$ cat config.mk
export PLATFORM = sky130hd
export DESIGN_NAME = arbiter_rejestr
export DESIGN_NICKNAME = d
export VERILOG_FILES = /design/src/rtl/arbiter_rejestr_pkg.sv /design/src/rtl/arbiter_rejestr_rr_priority.sv /design/src/rtl/arbiter_rejestr.sv
export SDC_FILE = /design/constraint.sdc
export NUM_CORES = 1
export LEC_CHECK = 0
export CAP_MARGIN = 5
export CELL_PAD_IN_SITES_DETAIL_PLACEMENT = 0
export CELL_PAD_IN_SITES_GLOBAL_PLACEMENT = 1
export CORE_MARGIN = 5
export CORE_UTILIZATION = 33
export DETAILED_ROUTE_END_ITERATION = 12
export GPL_TIMING_DRIVEN = 0
export HOLD_SLACK_MARGIN = 0.05
export PLACE_DENSITY_LB_ADDON = 0.1
export SYNTH_ARGS = -nofsm -noshare
export SYNTH_HDL_FRONTEND = slang
export SYNTH_HIERARCHICAL = 1
export SYNTH_SLANG_ARGS = --single-unit
export TNS_END_PERCENT = 50
$ cat constraint.sdc
create_clock -name clk -period 3 [get_ports clk]
set_input_delay 0.45 -clock clk [delete_from_list [all_inputs] [get_ports clk]]
set_output_delay 0.45 -clock clk [all_outputs]
set_load 0.01 [all_outputs]
$ cat src/rtl/arbiter_rejestr_pkg.sv
// Shared definitions for the general register bank and its access arbiter:
// FSM state codes, default bank geometry and a modulo increment helper.
package rejestr_pkg;

    localparam logic [1:0] ST_IDLE   = 2'd0;
    localparam logic [1:0] ST_ACCESS = 2'd1;
    localparam logic [1:0] ST_DONE   = 2'd2;

    localparam int REG_DATA_W = 8;
    localparam int REG_ADDR_W = 3;
    localparam int REG_COUNT  = 8;

    typedef enum logic [1:0] {
        STATE_IDLE   = ST_IDLE,
        STATE_ACCESS = ST_ACCESS,
        STATE_DONE   = ST_DONE
    } state_t;

    function automatic int wrap_inc(input int idx, input int n);
        return (idx + 1 >= n) ? 0 : idx + 1;
    endfunction

endpackage

$ cat src/rtl/arbiter_rejestr_rr_priority.sv
// Combinational round-robin picker: first requester at or after ptr, wrapping
// modulo N_REQ. Shared with the bus arbiter.
module rr_priority #(
    parameter int N_REQ = 3,
    parameter int PTR_W = 2
) (
    input  logic [N_REQ-1:0] req,
    input  logic [PTR_W-1:0] ptr,
    output logic [N_REQ-1:0] onehot,
    output logic [PTR_W-1:0] idx,
    output logic             any
);

    int               c;
    logic [PTR_W-1:0] cidx;

    // Walk offsets from farthest to nearest so the nearest hit overwrites.
    always_comb begin
        onehot = '0;
        idx    = '0;
        any    = 1'b0;
        c      = 0;
        cidx   = '0;
        for (int off = N_REQ - 1; off >= 0; off--) begin
            c    = (int'(ptr) + off) % N_REQ;
            cidx = PTR_W'(c);
            if (req[cidx]) begin
                onehot = N_REQ'(1) << c;
                idx    = cidx;
                any    = 1'b1;
            end
        end
    end

endmodule

$ cat src/rtl/arbiter_rejestr.sv
// Round-robin arbiter sharing the register bank's read and write ports among
// N_REQ requesters with a req/gnt/ack handshake, one transaction per 3 cycles.
module arbiter_rejestr
    import rejestr_pkg::*;
#(
    parameter int N_REQ  = 3,
    parameter int DATA_W = REG_DATA_W,
    parameter int ADDR_W = REG_ADDR_W
) (
    input  logic                     clk,
    input  logic                     rst_n,
    input  logic [N_REQ-1:0]         req,
    input  logic [N_REQ-1:0]         we,
    input  logic [N_REQ*ADDR_W-1:0]  addr,
    input  logic [N_REQ*DATA_W-1:0]  wdata,
    output logic [N_REQ-1:0]         gnt,
    output logic [N_REQ-1:0]         ack,
    output logic [DATA_W-1:0]        rdata,
    output logic [ADDR_W-1:0]        rf_sel,
    output logic                     rf_read_enable,
    input  logic [DATA_W-1:0]        rf_rdata,
    output logic                     rf_we,
    output logic [ADDR_W-1:0]        rf_waddr,
    output logic [DATA_W-1:0]        rf_wdata
);

    localparam int PTR_W = (N_REQ > 1) ? $clog2(N_REQ) : 1;

    state_t             state;
    logic [PTR_W-1:0]   ptr;
    logic [PTR_W-1:0]   win_idx;
    logic               lat_we;

    logic [N_REQ-1:0]   pick_onehot;
    logic [PTR_W-1:0]   pick_idx;
    logic               pick_any;

    logic [ADDR_W-1:0]  addr_a  [N_REQ];
    logic [DATA_W-1:0]  wdata_a [N_REQ];

    for (genvar i = 0; i < N_REQ; i++) begin : g_split
        assign addr_a[i]  = addr[i*ADDR_W +: ADDR_W];
        assign wdata_a[i] = wdata[i*DATA_W +: DATA_W];
    end

    rr_priority #(
        .N_REQ (N_REQ),
        .PTR_W (PTR_W)
    ) u_pick (
        .req    (req),
        .ptr    (ptr),
        .onehot (pick_onehot),
        .idx    (pick_idx),
        .any    (pick_any)
    );

    // The rf_* registers double as the latched addr/wdata of the transaction.
    always_ff @(posedge clk or negedge rst_n) begin
        if (!rst_n) begin
            state          <= STATE_IDLE;
            ptr            <= '0;
            win_idx        <= '0;
            lat_we         <= 1'b0;
            gnt            <= '0;
            ack            <= '0;
            rdata          <= '0;
            rf_sel         <= '0;
            rf_read_enable <= 1'b0;
            rf_we          <= 1'b0;
            rf_waddr       <= '0;
            rf_wdata       <= '0;
        end else begin
            unique case (state)
                STATE_IDLE: begin
                    ack <= '0;
                    if (pick_any) begin
                        state   <= STATE_ACCESS;
                        win_idx <= pick_idx;
                        lat_we  <= we[pick_idx];
                        gnt     <= pick_onehot;
                        if (we[pick_idx]) begin
                            rf_we    <= 1'b1;
                            rf_waddr <= addr_a[pick_idx];
                            rf_wdata <= wdata_a[pick_idx];
                        end else begin
                            rf_sel         <= addr_a[pick_idx];
                            rf_read_enable <= 1'b1;
                        end
                    end
                end
                STATE_ACCESS: begin
                    if (!lat_we) rdata <= rf_rdata;
                    ack            <= gnt;
                    rf_sel         <= '0;
                    rf_read_enable <= 1'b0;
                    rf_we          <= 1'b0;
                    rf_waddr       <= '0;
                    rf_wdata       <= '0;
                    state          <= STATE_DONE;
                end
                STATE_DONE: begin
                    ack   <= '0;
                    gnt   <= '0;
                    ptr   <= PTR_W'(wrap_inc(int'(win_idx), N_REQ));
                    state <= STATE_IDLE;
                end
                default: begin
                    state <= STATE_IDLE;
                end
            endcase
        end
    end

endmodule

==> run_results.csv <==
group,metric,value,unit
status,status,"completed",
timing,whs,0.259,ns
placement,routabilityCongestion,0.843,
timing,hold_viol_final,0,
flow_run,cap_violations,0,
critical_path,cp_slowest_stage_delay,0.64,ns
detailed_routing,vias,1809,
detailed_routing,antenna_left,0,
final_layout,layout.nets,347,
critical_path,crit_buf_inv,3,
global_routing,grt_use_total,14.0,%
clock_network,clkTransAtPathRegs,0.08,ns
timing,slew_violations,0,
critical_path,rrSetupSlack,0.15,ns
clock_network,cts_tree,"done",
critical_path,cp_data_arrival_time,3.02,ns
die,core_area,0.00631,mm²
yosys,synth_top_area_cell,"dfrtp_1",
critical_path,required,3.17,ns
timing,fin_worst_skew,0.00456,ns
timing,clock.fmax,351,MHz
critical_path,crit_slowest_cell,"clkdlybuf4s50_1",
yosys,yosysWarnings,6,
critical_path,path_cells,"clkdlybuf4s50_1, mux2i_1, o22ai_2, a21oi_2, a31o_1, buf_6, or4b_4, o22ai_4, buf_4, mux2i_1, nor2_1",
critical_path,cp-start-kind,"input port",
global_routing,antenna_found_initial,0,
die,fp.dieW,90.3,µm
yosys,syn_nets,259,
timing,fin_crit_sh,94.9,%
timing,tightest_slew,0.845,ns
detailed_routing,drtPass1Iterations,4,
clock_network,cts_max_level,2,
placement,io_buffer_count,78,
detailed_routing,drc,0,
clock_network,clk-insertion-delay-late,0.29,ns
global_routing,grt_max_degree,38,
detailed_routing,wirelength,5630,µm
critical_path,crit_type,"input port to register",
detailed_routing,drt_iter0_drc,44,
final_layout,area_growth,49.1,%
power_and_ir_drop,p_per_area,1030,mW/mm²
final_layout,antenna-diode-count,0,
worst_hold_path,worstHoldPathType,"input port to async pin",
critical_path,cp_max_fo,8,
global_routing,grt_pass1_vias,1905,
detailed_routing,wl_per_cell,15.1,µm
critical_path,cp_top_family,"buffers and inverters",
yosys,syn_inst,206,
global_routing,grt_first_pass_wirelength,9450,µm
timing,fin_crit,2.85,ns
die,ios,79,
die,initial_utilization,33.7,%
critical_path,crit_path_end_kind,"register",
yosys,synth_area,0.00213,mm²
yosys,yosysUniqueCellTypes,39,
timing,setup_viol,0,
final_layout,final_core_util,50.2,%
detailed_routing,via_per_inst,4.86,
yosys,yosys-top-cells-area,"dfrtp_1 44%, mux2i_1 13%, mux2_2 4.2%",
clock_network,clk_path_buf_depth,2,
die,die_area,0.00815,mm²
global_routing,overflow,0,
power_and_ir_drop,peakVddDrop,0.000447,V
yosys,yosysSeqAreaShare,43.6,%
final_layout,drive_gt1_share,13.2,%
yosys,synth_seq_cells,37,
clock_network,numCtsBuffers,5,
yosys,syn_area_per_cell,10.3,µm²
die,die-height,90.3,µm
critical_path,cpMostUsedCell,"mux2i_1",
power_and_ir_drop,p_leak,0.00130,µW
timing,relSlewSlack,43.6,%
placement,post-dp-hpwl,4260,µm
timing,rsz0062_at_grt,"false",
clock_network,cts_sinks,37,
clock_network,clockRootBuffer,"clkbuf_8",
yosys,netlist.area_leader.share,43.6,%
die,rows,29,
-- final cells by class --
| class | count | area [µm²] |
|---|---|---|
| clock inverters | 3 | 46.3 |
| clock buffers | 5 | 68.8 |
| fillers | 615 | 3140 |
| inverters | 7 | 26.3 |
| flip-flops and latches | 37 | 926 |
| multi-input cells | 149 | 1110 |
| well taps | 77 | 96.3 |
| plain buffers | 13 | 93.8 |
| repair buffers | 81 | 802 |
-- worst paths after layout --
check	from	to	cells after the start
setup / recovery	req[2]	rf_waddr[2]	11
hold reg to reg	win_idx[1]	ptr[0]	1
min in group clk	win_idx[1]	ptr[0]	1
hold / removal	rst_n	rdata[4]	1
max in group asynchronous	rst_n	ptr[1]	1
setup reg to reg	ptr[1]	rf_waddr[2]	13
-- layer usage --
metal / wire length [µm] / global-route usage [%] / up-vias
li1: - / - / 899
met1: 2520 / 18.0 / 868
met2: 2740 / 23.0 / 38
met3: 330 / 4.58 / 4
met4: 44 / 2.98 / 0
met5: 0 / 0 / -
-- power by group --
group	internal (µW)	total, µW	leakage, µW	switching (µW)
sequential	701	809	0.000473	108
combinational	1020	2020	0.000774	996
clock	249	436	0.0000543	187
total	1970	3260	0.00130	1290
-- flip-flops by register name (all words and copies together), names as in the netlist --
signal          cells
lat_we              1
ptr                 2
ack                 3
win_idx             2
gnt                 3
rf_wdata            8
rf_read_enable      1
rf_sel              3
rf_waddr            3
rdata               8
rf_we               1
state               2
-- synth_stat cells --
| cell type | instances |
|---|---|
| o22ai_1 | 3 |
| o22ai_2 | 1 |
| clkbuf_1 | 6 |
| nand2_1 | 18 |
| a2bb2oi_1 | 1 |
| nand3b_1 | 1 |
| nor2_1 | 16 |
| buf_8 | 1 |
| a32oi_1 | 1 |
| o211ai_1 | 1 |
| o221ai_1 | 1 |
| mux2i_4 | 1 |
| nand4bb_1 | 1 |
| nand2b_1 | 6 |
| a21o_1 | 1 |
| or4b_4 | 1 |
| nor2_2 | 1 |
| buf_6 | 2 |
| a32o_1 | 1 |
| mux2i_1 | 28 |
| a31o_1 | 2 |
| o21ai_0 | 10 |
| o2bb2ai_1 | 4 |
| inv_1 | 7 |
| a221oi_1 | 1 |
| nor2b_1 | 12 |
| o22ai_4 | 1 |
| o31ai_1 | 1 |
| buf_2 | 3 |
| buf_4 | 1 |
| nand3_1 | 3 |
| a211oi_2 | 1 |
| a21oi_2 | 1 |
| a21oi_1 | 14 |
| ha_1 | 4 |
| dfrtp_1 | 37 |
| mux2_1 | 3 |
| mux2_2 | 8 |
| nor3b_1 | 1 |
-- stage by stage --
stage / worst slack (ns) / cells / power [µW] / TNS (ns) / area [µm²]
4_1_cts: 0.0541 / 371 / 3240 / 0 / 3130
3_5_place_dp: -0.222 / 361 / 2760 / -1.75 / 3000
6_report: 0.152 / 372 / 3260 / 0 / 3170
3_3_place_gp: -0.165 / 361 / 2740 / -1.66 / 3000
2_1_floorplan: 0.273 / 206 / 2080 / 0 / 2130
5_1_grt: 0.00623 / 372 / 3550 / 0 / 3170
-- cell usage in the layout, fill, tap and decap left out, drive strengths merged, types with 2 or more instances in the layout --
cell type	n
nor2	17
nor2b	12
nand3	3
a21oi	15
ha	4
mux2	11
nand2b	6
o21ai	10
buf	11
clkbuf	11
a31o	2
mux2i	29
nand2	18
dfrtp	37
clkdlybuf4s50	77
o22ai	5
o2bb2ai	4
inv	7
-- cell families (layout without fill, tap and decap cells) --
logic type	after synthesis	in the layout	synth area share (%)
DFF	37	37	43.6
AOI/OAI and AO/OA	45	45	14.7
and+or+nand+nor	60	60	14.2
buffers and inverters	20	109	5.12
muxes	40	40	20.1
adders and majority gates	4	4	2.35
-- worst register-to-register path, delay by kind of cell (launching register included) --
kind | cells | cell delay, ns
mux | 2 | 0.32
compound gates | 4 | 0.68
simple gates | 2 | 0.61
buf+inv | 4 | 0.51
flops | 1 | 0.39
fa+ha+maj | 1 | 0.21
-- timing repair --
item / CTS / global route
pin swaps: 1 / 1
buffers inserted: 2 / 1
hold buffers: 0 / 0
endpoints found under the setup margin: 7 / 15
resized for setup: 1 / 12
(Power assumes the default switching activity.)
